<file path="config.mk">
export PLATFORM = sky130hd
export DESIGN_NAME = teclado_matricial_fifo
export DESIGN_NICKNAME = d
export VERILOG_FILES = /design/src/rtl/teclado_pkg.sv /design/src/rtl/fifo_sincrono.sv /design/src/rtl/teclado_matricial_fifo.sv
export SDC_FILE = /design/constraint.sdc
export NUM_CORES = 1
export LEC_CHECK = 0
export CORE_MARGIN = 2
export CORE_UTILIZATION = 55
export DETAILED_ROUTE_END_ITERATION = 10
export PLACE_DENSITY = 0.85
export SYNTH_ARGS = -nofsm -noshare
export SYNTH_HDL_FRONTEND = slang
export SYNTH_SLANG_ARGS = --single-unit
</file>
<file path="constraint.sdc">
create_clock -name clk -period 2.4 [get_ports clk]
set_input_delay 0.72 -clock clk [delete_from_list [all_inputs] [get_ports clk]]
set_output_delay 0.72 -clock clk [all_outputs]
set_load 0.005 [all_outputs]
</file>
<file path="src/rtl/teclado_pkg.sv">
// Shared types and constants for the scanned matrix keypad with event FIFO.
package teclado_pkg;

    typedef enum logic [1:0] {
        ST_SCAN     = 2'd0,
        ST_DEBOUNCE = 2'd1,
        ST_PRESSED  = 2'd2,
        ST_RELEASE  = 2'd3
    } state_e;

    // Phone-style 4x4 layout indexed by row*4+col: * -> 0xE, # -> 0xF.
    localparam logic [0:15][3:0] KEYMAP_4X4 = {
        4'h1, 4'h2, 4'h3, 4'hA,
        4'h4, 4'h5, 4'h6, 4'hB,
        4'h7, 4'h8, 4'h9, 4'hC,
        4'hE, 4'h0, 4'hF, 4'hD
    };

    function automatic int unsigned key_w(input int unsigned n_lin, input int unsigned n_col);
        int unsigned w;
        w = $clog2(n_lin * n_col);
        return (w < 4) ? 4 : w;
    endfunction

endpackage

</file>
<file path="src/rtl/fifo_sincrono.sv">
// Single-clock FIFO; a pop frees a slot for a push in the same cycle, no empty bypass.
module fifo_sincrono #(
    parameter int unsigned WIDTH = 4,
    parameter int unsigned DEPTH = 4
) (
    input  logic                       clk,
    input  logic                       rst_n,
    input  logic                       push_i,
    input  logic [WIDTH-1:0]           data_i,
    input  logic                       pop_i,
    output logic [WIDTH-1:0]           data_o,
    output logic                       full_o,
    output logic                       empty_o,
    output logic [$clog2(DEPTH):0]     count_o
);

    localparam int unsigned AW = $clog2(DEPTH);
    localparam int unsigned CW = AW + 1;

    logic [WIDTH-1:0] mem_q [DEPTH];
    logic [AW-1:0]    wr_q;
    logic [AW-1:0]    rd_q;
    logic [CW-1:0]    count_q;
    logic             pop_ok_c;
    logic             push_ok_c;

    assign empty_o   = (count_q == '0);
    assign full_o    = (count_q == CW'(DEPTH));
    assign pop_ok_c  = pop_i && !empty_o;
    assign push_ok_c = push_i && (!full_o || pop_ok_c);
    assign data_o    = mem_q[rd_q];
    assign count_o   = count_q;

    always_ff @(posedge clk or negedge rst_n) begin
        if (!rst_n) begin
            for (int i = 0; i < int'(DEPTH); i++) begin
                mem_q[i] <= '0;
            end
        end else if (push_ok_c) begin
            mem_q[wr_q] <= data_i;
        end
    end

    always_ff @(posedge clk or negedge rst_n) begin
        if (!rst_n) begin
            wr_q    <= '0;
            rd_q    <= '0;
            count_q <= '0;
        end else begin
            if (push_ok_c) wr_q <= wr_q + AW'(1);
            if (pop_ok_c)  rd_q <= rd_q + AW'(1);
            case ({push_ok_c, pop_ok_c})
                2'b10:   count_q <= count_q + CW'(1);
                2'b01:   count_q <= count_q - CW'(1);
                default: count_q <= count_q;
            endcase
        end
    end

endmodule

</file>
<file path="src/rtl/teclado_matricial_fifo.sv">
// Matrix keypad scanner with debounce, auto-repeat and a buffered key event queue.
module teclado_matricial_fifo
    import teclado_pkg::*;
#(
    parameter int unsigned N_LIN           = 4,
    parameter int unsigned N_COL           = 4,
    parameter int unsigned DEBOUNCE_CYCLES = 100,
    parameter int unsigned SCAN_CYCLES     = 8,
    parameter int unsigned FIFO_DEPTH      = 4,
    parameter int unsigned REPEAT_DELAY    = 1000,
    parameter int unsigned REPEAT_RATE     = 250,
    parameter int unsigned MAP_EN          = 1
) (
    input  logic                              clk,
    input  logic                              rst_n,
    input  logic [N_COL-1:0]                  col_matriz,
    input  logic                              repeat_en,
    output logic [N_LIN-1:0]                  lin_matriz,
    output logic [key_w(N_LIN, N_COL)-1:0]    tecla_value,
    output logic                              tecla_valid,
    input  logic                              tecla_ready,
    output logic [$clog2(FIFO_DEPTH):0]       fifo_count,
    output logic                              overflow,
    input  logic                              clr_overflow,
    output logic                              key_held
);

    localparam int unsigned KEY_W   = key_w(N_LIN, N_COL);
    localparam int unsigned ROW_W   = $clog2(N_LIN);
    localparam int unsigned COL_W   = $clog2(N_COL);
    localparam int unsigned IDX_W   = $clog2(N_LIN * N_COL);
    localparam int unsigned CNT_MAX = (DEBOUNCE_CYCLES > SCAN_CYCLES) ? DEBOUNCE_CYCLES : SCAN_CYCLES;
    localparam int unsigned CNT_W   = $clog2(CNT_MAX + 1);
    localparam int unsigned REP_MAX = (REPEAT_DELAY > REPEAT_RATE) ? REPEAT_DELAY : REPEAT_RATE;
    localparam int unsigned REP_W   = $clog2(REP_MAX + 1);
    localparam bit          USE_MAP = (MAP_EN == 1) && (N_LIN == 4) && (N_COL == 4);

    logic [N_COL-1:0] col_s1_q, col_s2_q;
    state_e           state_q, state_d;
    logic [ROW_W-1:0] row_q, row_d, row_next_c;
    logic [CNT_W-1:0] cnt_q, cnt_d;
    logic [REP_W-1:0] rep_q, rep_d;
    logic             first_q, first_d;
    logic [N_COL-1:0] pat_q, pat_d;
    logic             push_q, push_d;
    logic [KEY_W-1:0] code_q, code_d;
    logic [N_LIN-1:0] lin_q;
    logic             held_q;
    logic             ovf_q;
    logic [COL_W-1:0] col_idx_c;
    logic             found_c;
    logic [IDX_W-1:0] key_idx_c;
    logic [KEY_W-1:0] key_code_c;
    logic             full_c, empty_c, pop_c, drop_c;

    always_ff @(posedge clk or negedge rst_n) begin
        if (!rst_n) begin
            col_s1_q <= '1;
            col_s2_q <= '1;
        end else begin
            col_s1_q <= col_matriz;
            col_s2_q <= col_s1_q;
        end
    end

    // Lowest-index active column wins when several are low.
    always_comb begin
        col_idx_c = '0;
        found_c   = 1'b0;
        for (int c = 0; c < int'(N_COL); c++) begin
            if (!found_c && !pat_q[c]) begin
                col_idx_c = COL_W'(c);
                found_c   = 1'b1;
            end
        end
    end

    assign key_idx_c  = IDX_W'(32'(row_q) * N_COL + 32'(col_idx_c));
    assign row_next_c = (row_q == ROW_W'(N_LIN - 1)) ? '0 : row_q + ROW_W'(1);

    generate
        if (USE_MAP) begin : g_map
            assign key_code_c = KEY_W'(KEYMAP_4X4[key_idx_c]);
        end else begin : g_lin
            assign key_code_c = KEY_W'(key_idx_c);
        end
    endgenerate

    always_comb begin
        state_d = state_q;
        row_d   = row_q;
        cnt_d   = cnt_q;
        rep_d   = rep_q;
        first_d = first_q;
        pat_d   = pat_q;
        push_d  = 1'b0;
        code_d  = code_q;
        case (state_q)
            ST_SCAN: begin
                if (cnt_q >= CNT_W'(SCAN_CYCLES - 1)) begin
                    cnt_d = '0;
                    if (col_s2_q != '1) begin
                        state_d = ST_DEBOUNCE;
                        pat_d   = col_s2_q;
                    end else begin
                        row_d = row_next_c;
                    end
                end else begin
                    cnt_d = cnt_q + CNT_W'(1);
                end
            end
            ST_DEBOUNCE: begin
                if (col_s2_q != pat_q) begin
                    state_d = ST_SCAN;
                    row_d   = row_next_c;
                    cnt_d   = '0;
                end else if (cnt_q >= CNT_W'(DEBOUNCE_CYCLES - 1)) begin
                    state_d = ST_PRESSED;
                    push_d  = 1'b1;
                    code_d  = key_code_c;
                    cnt_d   = '0;
                    rep_d   = '0;
                    first_d = 1'b1;
                end else begin
                    cnt_d = cnt_q + CNT_W'(1);
                end
            end
            ST_PRESSED: begin
                if (col_s2_q == '1) begin
                    state_d = ST_RELEASE;
                    cnt_d   = '0;
                end else if (repeat_en) begin
                    if (first_q ? (rep_q >= REP_W'(REPEAT_DELAY - 1))
                                : (rep_q >= REP_W'(REPEAT_RATE - 1))) begin
                        push_d  = 1'b1;
                        rep_d   = '0;
                        first_d = 1'b0;
                    end else begin
                        rep_d = rep_q + REP_W'(1);
                    end
                end
            end
            ST_RELEASE: begin
                if (col_s2_q != '1) begin
                    cnt_d = '0;
                end else if (cnt_q >= CNT_W'(DEBOUNCE_CYCLES - 1)) begin
                    state_d = ST_SCAN;
                    row_d   = row_next_c;
                    cnt_d   = '0;
                end else begin
                    cnt_d = cnt_q + CNT_W'(1);
                end
            end
            default: state_d = ST_SCAN;
        endcase
    end

    always_ff @(posedge clk or negedge rst_n) begin
        if (!rst_n) begin
            state_q <= ST_SCAN;
            row_q   <= '0;
            cnt_q   <= '0;
            rep_q   <= '0;
            first_q <= 1'b1;
            pat_q   <= '1;
            push_q  <= 1'b0;
            code_q  <= '0;
            lin_q   <= ~N_LIN'(1);
            held_q  <= 1'b0;
        end else begin
            state_q <= state_d;
            row_q   <= row_d;
            cnt_q   <= cnt_d;
            rep_q   <= rep_d;
            first_q <= first_d;
            pat_q   <= pat_d;
            push_q  <= push_d;
            code_q  <= code_d;
            lin_q   <= ~(N_LIN'(1) << row_d);
            held_q  <= (state_d == ST_PRESSED) || (state_d == ST_RELEASE);
        end
    end

    fifo_sincrono #(
        .WIDTH (KEY_W),
        .DEPTH (FIFO_DEPTH)
    ) u_fifo (
        .clk     (clk),
        .rst_n   (rst_n),
        .push_i  (push_q),
        .data_i  (code_q),
        .pop_i   (pop_c),
        .data_o  (tecla_value),
        .full_o  (full_c),
        .empty_o (empty_c),
        .count_o (fifo_count)
    );

    assign tecla_valid = !empty_c;
    assign pop_c       = tecla_valid && tecla_ready;
    assign drop_c      = push_q && full_c && !pop_c;

    // A drop in the same cycle as a clear keeps the flag set.
    always_ff @(posedge clk or negedge rst_n) begin
        if (!rst_n) begin
            ovf_q <= 1'b0;
        end else if (drop_c) begin
            ovf_q <= 1'b1;
        end else if (clr_overflow) begin
            ovf_q <= 1'b0;
        end
    end

    assign lin_matriz = lin_q;
    assign overflow   = ovf_q;
    assign key_held   = held_q;

endmodule

</file>
==> load_flow_metrics.sql, run 1 <==
INSERT INTO impl_metrics (metric_group, metric, value, unit) VALUES
('power_and_ir_drop', 'ir_worst_vdd', '642', 'µV'),
('logic_synthesis', 'synth_fa_ha_area_share', '6.91', '%'),
('clocking', 'clk_pin_slew', '70', 'ps'),
('placed_design', 'hpwl_after_dpl', '4.73', 'mm'),
('global_route', 'grt.met3_usage', '4.62', '%'),
('placed_design', 'globalplace.congestion', '0.845', ''),
('finish', 'mostFrequentLayoutCells', 'sky130_fd_sc_hd__dfrtp_1 (48), sky130_fd_sc_hd__o21ai_0 (35), sky130_fd_sc_hd__nand2_1 (33), sky130_fd_sc_hd__mux2_2 (21), sky130_fd_sc_hd__inv_1 (20)', ''),
('run', 'drv.max_cap_violation_count', '0', ''),
('floorplan', 'number_of_core_rows', '29', ''),
('setup_path', 'critical_path.endpoint_type', 'output pin', ''),
('clocking', 'clock_latency', '330', 'ps'),
('logic_synthesis', 'xor_xnor_portion_of_the_synthesized_cell_area', '2.47', '%'),
('sta', 'maxSlewViolCount', '0', ''),
('logic_synthesis', 'syn_nets', '353', ''),
('logic_synthesis', 'edff_count_synth', '0', ''),
('logic_synthesis', 'ys_seq_area_share', '47.8', '%'),
('floorplan', 'die_w', '84.3', 'µm'),
('sta', 'finalHoldViolCount', '0', ''),
('floorplan', 'die_h', '84.3', 'µm'),
('run_status', 'run_status', 'complete, no violations', ''),
('global_route', 'number_of_global_route_vias_before_repair', '2603', ''),
('route', 'wirelength_routed', '6.96', 'mm'),
('clocking', 'cts_buffers', '9', ''),
('finish', 'finish.instance_area', '0.00417', 'mm²'),
('sta', 'timing.final.crit_period', '2360', 'ps'),
('logic_synthesis', 'synth_simple_gate_area_share', '14.7', '%'),
('setup_path', 'data_required_time_of_the_critical_path', '1680', 'ps'),
('logic_synthesis', 'synthesis.instances', '325', ''),
('worst_hold_path', 'timing.hold.worst.class', 'register to register', ''),
('logic_synthesis', 'synth-compound-area-share', '14.1', '%'),
('finish', 'final_common_cell', 'sky130_fd_sc_hd__dfrtp_1', ''),
('global_route', 'gr-max-usage-layer', 'met2', ''),
('logic_synthesis', 'avgSynthCellArea', '10.9', 'µm²'),
('logic_synthesis', 'muxShareOfSynthArea', '10.4', '%'),
('logic_synthesis', 'synth_flop_cell', 'sky130_fd_sc_hd__dfrtp_1', ''),
('route', 'drt-pass1-iter-count', '4', ''),
('sta', 'fmax', '424', 'MHz'),
('global_route', 'grt_start_max_net_pins', '68', ''),
('placed_design', 'io_buffer_count', '22', ''),
('floorplan', 'design.portCount', '23', ''),
('route', 'final_antenna_net_count', '0', ''),
('route', 'drt-wirelength-per-cell', '15.6', 'µm'),
('logic_synthesis', 'main_combinational_cell_family_by_area_after_synthesis', 'simple AND/OR/NAND/NOR gates', ''),
('floorplan', 'initial_core_util', '56.5', '%'),
('clocking', 'clock_sinks', '67', ''),
('floorplan', 'design.die.area', '0.00711', 'mm²'),
('global_route', 'groute.layer.met2.usage', '35.5', '%'),
('finish', 'area_growth_syn_to_layout', '17.4', '%'),
('global_route', 'track_usage', '21.2', '%'),
('power_and_ir_drop', 'totalPowerFinal', '3410', 'µW'),
('finish', 'num-nets-final', '393', ''),
('placed_design', 'placed_cells_incl_taps', '423', ''),
('logic_synthesis', 'synthTopCellsByArea', 'sky130_fd_sc_hd__dfrtp_1 (36%), sky130_fd_sc_hd__dfstp_2 (12%), sky130_fd_sc_hd__mux2_2 (6.7%)', ''),
('setup_path', 'worst-setup-path-type', 'register to output pin', ''),
('sta', 'hold_ws', '358', 'ps'),
('clocking', 'cts.root.buffer_cell', 'sky130_fd_sc_hd__clkbuf_8', ''),
('global_route', 'grt_pass1_wl', '12.1', 'mm'),
('global_route', 'antenna_violations_before_repair', '0', ''),
('sta', 'fin_skew', '8.99', 'ps'),
('logic_synthesis', 'synth-async-reset-ratio', '100', '%'),
('worst_hold_path', 'hold-path-cell-count', '0', ''),
('route', 'detailroute.via_count', '2565', ''),
('finish', 'layoutNonFillerInstCount', '447', ''),
('setup_path', 'crit_path_max_fanout', '4', ''),
('logic_synthesis', 'netlist_area', '0.00355', 'mm²'),
('route', 'viasPerCell', '5.74', ''),
('sta', 'setup_viol', '0', ''),
('sta', 'worst-slew-pin-transition', '505', 'ps'),
('sta', 'post-route-period-util', '98.3', '%'),
('power_and_ir_drop', 'power-per-cell-area', '819', 'mW/mm²'),
('logic_synthesis', 'post-synth-top-area-cell', 'sky130_fd_sc_hd__dfrtp_1', '');
==> critical path: stages, from the launching register on <==
cell	delay [ps]
sky130_fd_sc_hd__dfrtp_2	420
sky130_fd_sc_hd__buf_6	120
sky130_fd_sc_hd__mux4_2	480
sky130_fd_sc_hd__dlygate4sd2_1	270
==> flip-flops by register name (all words and copies together), names as in the netlist, named ones only <==
name,cells
push_q,1
u_fifo.rd_q,2
cnt_q,7
lin_matriz,4
code_q,4
rep_q,10
col_s2_q,4
first_q,1
u_fifo.wr_q,2
row_q,2
state_q,1
col_s1_q,4
u_fifo.mem_q,16
pat_q,4
u_fifo.count_o,3
overflow,1
==> cell usage after synthesis (7+ instances only) <==
cell	count
sky130_fd_sc_hd__dfrtp_1	51
sky130_fd_sc_hd__o21ai_0	35
sky130_fd_sc_hd__nand2_1	33
sky130_fd_sc_hd__mux2_2	21
sky130_fd_sc_hd__inv_1	20
sky130_fd_sc_hd__ha_1	18
sky130_fd_sc_hd__dfstp_2	16
sky130_fd_sc_hd__a21oi_1	13
sky130_fd_sc_hd__nor2_1	11
sky130_fd_sc_hd__nand3_1	10
sky130_fd_sc_hd__xor2_1	7
==> stage by stage <==
stage,setup TNS (ps),setup WS (ps),util [%]
after detailed placement,-3650,-507,61.7
after floorplan,0,25.0,-
after global placement,-401,-266,61.7
final,0,40.8,66.4
after global routing,-11.3,-4.89,66.4
after CTS,0,5.96,65.5
==> repair_timing <==
item	4_1_cts	5_1_grt
buffers inserted	3	5
resized for setup	9	4
hold buffers	0	0
setup endpoints to repair	6	5
==> logic make-up after synthesis <==
logic type	Yosys count
AND/OR/NAND/NOR	96
AO/OA/AOI/OAI	77
flip-flops	67
buffers and inverters	28
multiplexers	28
adder cells (fa/ha/maj)	19
XOR/XNOR	10
==> final timing paths <==
kind	start	endpoint	slack [ps]
max in group asynchronous	rst_n	pat_q[1]	1670
worst min register to register	col_s1_q[2]	col_s2_q[2]	360
worst max-delay path	u_fifo.rd_q[0]	tecla_value[1]	40
worst max register to register	pat_q[1]	cnt_q[0]	180
min in group asynchronous	rst_n	u_fifo.wr_q[0]	380
worst min-delay path	col_s1_q[2]	col_s2_q[2]	360
==> where the power goes <==
group	switching [µW]	total, µW	internal [µW]
registers	153	1460	1300
logic	552	1030	477
clock network	402	925	523
==> routing by layer <==
metal  wire length, µm  up-vias
met5                 0        -
met4                66        0
met3               237        5
met2              3630       45
met1              3030     1280
li1                  -     1235
==> area by class of cell <==
| cell class | count | area [µm²] |
|---|---|---|
| Inverter | 20 | 75.1 |
| Sequential cell | 67 | 1700 |
| Fill cell | 458 | 2110 |
| Clock buffer | 15 | 198 |
| Clock inverter | 1 | 5.00 |
| Tap cell | 77 | 96.3 |
| Timing Repair Buffer | 37 | 339 |
| Multi-Input combinational cell | 230 | 1750 |
Note: power is estimated with default switching activity, not from simulation.
==> inputs of run 2 (changes only) <==
==> constraint.sdc (replaced) <==
create_clock -name clk -period 2.9 [get_ports clk]
set_input_delay 0.87 -clock clk [delete_from_list [all_inputs] [get_ports clk]]
set_output_delay 0.87 -clock clk [all_outputs]
set_load 0.005 [all_outputs]
==> run 2 against run 1 <==
Effect of this change:
- final area shrank 2.8%
- worst setup slack gained 99 ps
- clock skew shrank 0.76 ps
- via count shrank 3.4%
- critical endpoint unchanged
- cell count shrank 2.9%
- flip-flop and latch count is the same
- die area is the same
- wire length shrank 7.7%
- non-clock buffer count shrank 13
- core utilization shrank 1.9 points
==> load_flow_metrics.sql, run 2 (synthesis gave the netlist of run 1 again) <==
INSERT INTO impl_metrics (metric_group, metric, value, unit) VALUES
('run_status', 'run_status', 'complete, no violations', ''),
('global_route', 'grt_pass1_wl', '11.4', 'mm'),
('floorplan', 'design.portCount', '23', ''),
('floorplan', 'design.die.area', '0.00711', 'mm²'),
('clocking', 'cts_tree', 'built', ''),
('setup_path', 'reg2reg_from', 'rep_q[0]', ''),
('clocking', 'cts_hold_buf', '0', ''),
('route', 'detailroute.via_count', '2477', ''),
('finish', 'layout.filler_cells', '465', ''),
('placed_design', 'globalplace.congestion', '0.846', ''),
('placed_design', 'hpwl_after_dpl', '4.60', 'mm'),
('setup_path', 'worst-setup-path-type', 'register to output pin', ''),
('route', 'drt-wirelength-per-cell', '14.8', 'µm'),
('route', 'final_antenna_net_count', '0', ''),
('route', 'drt_iter0_markers', '146', ''),
('floorplan', 'initial_core_util', '56.5', '%'),
('global_route', 'grt.met3_usage', '4.62', '%'),
('sta', 'worst_max_slew_margin_expressed_relative_to_the_limit', '58.0', '%'),
('power_and_ir_drop', 'totalPowerFinal', '2840', 'µW'),
('sta', 'worst-slew-pin-transition', '629', 'ps'),
('sta', 'finalHoldViolCount', '0', ''),
('finish', 'final_common_cell', 'sky130_fd_sc_hd__dfrtp_1', ''),
('worst_hold_path', 'hold-path-cell-count', '0', ''),
('power_and_ir_drop', 'power-per-cell-area', '703', 'mW/mm²'),
('clocking', 'cts.root.buffer_cell', 'sky130_fd_sc_hd__clkbuf_8', ''),
('global_route', 'gr-max-usage-layer', 'met2', ''),
('global_route', 'grt.met1_usage', '24.3', '%'),
('placed_design', 'io_buffer_count', '22', ''),
('clocking', 'cts_resized', '0', ''),
('global_route', 'number_of_global_route_vias_before_repair', '2556', ''),
('global_route', 'gr-total-overflow', '0', ''),
('global_route', 'track_usage', '19.7', '%'),
('finish', 'num-nets-final', '380', ''),
('worst_hold_path', 'worstHoldEndpoint', 'col_s2_q[0]', ''),
('sta', 'post-route-period-util', '95.2', '%'),
('route', 'wirelength_routed', '6.42', 'mm'),
('sta', 'fmax', '362', 'MHz'),
('floorplan', 'die_h', '84.3', 'µm'),
('setup_path', 'data_required_time_of_the_critical_path', '2030', 'ps'),
('route', 'drt-pass1-iter-count', '5', ''),
('clocking', 'clock_sinks', '67', ''),
('clocking', 'h-tree-depth', '3', ''),
('sta', 'setup_viol', '0', ''),
('finish', 'mostFrequentLayoutCells', 'sky130_fd_sc_hd__dfrtp_1 (51), sky130_fd_sc_hd__o21ai_0 (35), sky130_fd_sc_hd__nand2_1 (33), sky130_fd_sc_hd__mux2_2 (21), sky130_fd_sc_hd__clkdlybuf4s50_1 (21)', ''),
('finish', 'area_growth_syn_to_layout', '14.1', '%'),
('placed_design', 'placed_cells_incl_taps', '418', ''),
('worst_hold_path', 'timing.hold.worst.class', 'register to register', ''),
('power_and_ir_drop', 'leakage', '0.00182', 'µW'),
('route', 'viasPerCell', '5.71', ''),
('clocking', 'cts_post_setup_buffers_inserted', '0', ''),
('setup_path', 'ff2ff_path_depth', '6', ''),
('setup_path', 'crit-reg2reg-capture', 'rep_q[8]', ''),
('global_route', 'groute.layer.met2.usage', '33.8', '%'),
('finish', 'antenna-diode-count', '0', ''),
('setup_path', 'worst-r2r-setup-slack', '500', 'ps'),
('clocking', 'cts_buffers', '9', ''),
('floorplan', 'area_of_the_core_region', '0.00628', 'mm²'),
('finish', 'max_flop_register', 'u_fifo.mem_q', ''),
('finish', 'drive_above_1_share', '19.6', '%'),
('sta', 'fin_skew', '8.24', 'ps'),
('finish', 'layout_top_registers', 'u_fifo.mem_q: 16 flops, rep_q: 10 flops, cnt_q: 7 flops', ''),
('finish', 'largest_reg_flops', '16', ''),
('floorplan', 'die_w', '84.3', 'µm'),
('setup_path', 'critical_path.endpoint_type', 'output pin', ''),
('setup_path', 'cp.arrival', '1890', 'ps'),
('clocking', 'clk_pin_slew', '80', 'ps'),
('sta', 'maxSlewViolCount', '0', ''),
('sta', 'rsz0062_at_grt', 'false', ''),
('clocking', 'cts_buffer_depth', '2', ''),
('sta', 'timing.final.crit_period', '2760', 'ps'),
('finish', 'layoutNonFillerInstCount', '434', ''),
('power_and_ir_drop', 'ir_worst_vdd', '497', 'µV'),
('run', 'drv.max_cap_violation_count', '0', ''),
('clocking', 'clock_latency', '340', 'ps'),
('floorplan', 'number_of_core_rows', '29', ''),
('global_route', 'grt_start_max_net_pins', '42', ''),
('worst_hold_path', 'hold_path.startpoint', 'col_s1_q[0]', ''),
('setup_path', 'crit_path_max_fanout', '6', ''),
('route', 'route.detailed.drc', '0', ''),
('setup_path', 'timing.critical_path.from_type', 'register', ''),
('global_route', 'antenna_violations_before_repair', '0', '');
==> run 2: layer usage <==
layer / vias to the layer above / share of wire, %
li1: 1211 / -
met1: 1219 / 44
met2: 38 / 51
met3: 9 / 3.1
met4: 0 / 1.4
met5: - / 0
==> run 2: final cells by class <==
cell class | instances | area (µm²) | area share, %
timing repair buffer | 24 | 243 | 6.00
clock buffer | 11 | 151 | 3.74
multi-input combinational | 230 | 1730 | 42.6
sequential | 67 | 1700 | 41.9
inverter | 20 | 75.1 | 1.85
tap | 77 | 96.3 | 2.38
clock inverter | 5 | 60.1 | 1.48
==> run 2: worst max-delay path by stage <==
stage                         from                end
detailed placement     tecla_ready  u_fifo.count_o[2]
CTS                 u_fifo.rd_q[0]     tecla_value[1]
floorplan              tecla_ready  u_fifo.count_o[2]
global placement       tecla_ready  u_fifo.count_o[2]
finish              u_fifo.rd_q[0]     tecla_value[1]
global route        u_fifo.rd_q[0]     tecla_value[3]
==> run 2: critical path: stages (launching register included) <==
cell	delay, ps
sky130_fd_sc_hd__dfrtp_1	540
sky130_fd_sc_hd__mux4_2	550
sky130_fd_sc_hd__clkdlybuf4s50_1	450
==> run 2: report_power, final <==
group	total [µW]	switching [µW]	internal, µW
registers	1200	127	1080
clock network	812	365	447
logic	828	445	383
==> run 2: stage by stage <==
stage | hold slack (ps) | utilization, % | TNS (ps) | worst slack [ps] | instance area (µm²)
final | 354 | 64.5 | 0 | 139 | 4050
after global routing | 350 | 64.5 | 0 | 19.3 | 4050
after floorplan | 345 | - | 0 | 375 | 3550
after CTS | 356 | 64.5 | 0 | 102 | 4050
after global placement | 347 | 61.1 | 0 | 55.6 | 3840
after detailed placement | 350 | 61.1 | -101 | -101 | 3840
==> inputs of run 3 (changes only) <==
--- a/config.mk
+++ b/config.mk
@@ -9,6 +9,7 @@
 export CORE_UTILIZATION = 55
 export DETAILED_ROUTE_END_ITERATION = 10
 export PLACE_DENSITY = 0.85
+export SKIP_LAST_GASP = 1
 export SYNTH_ARGS = -nofsm -noshare
 export SYNTH_HDL_FRONTEND = slang
 export SYNTH_SLANG_ARGS = --single-unit
==> results of run 3 <==
The final DEF is identical to that of run 2; final timing and power are the same.
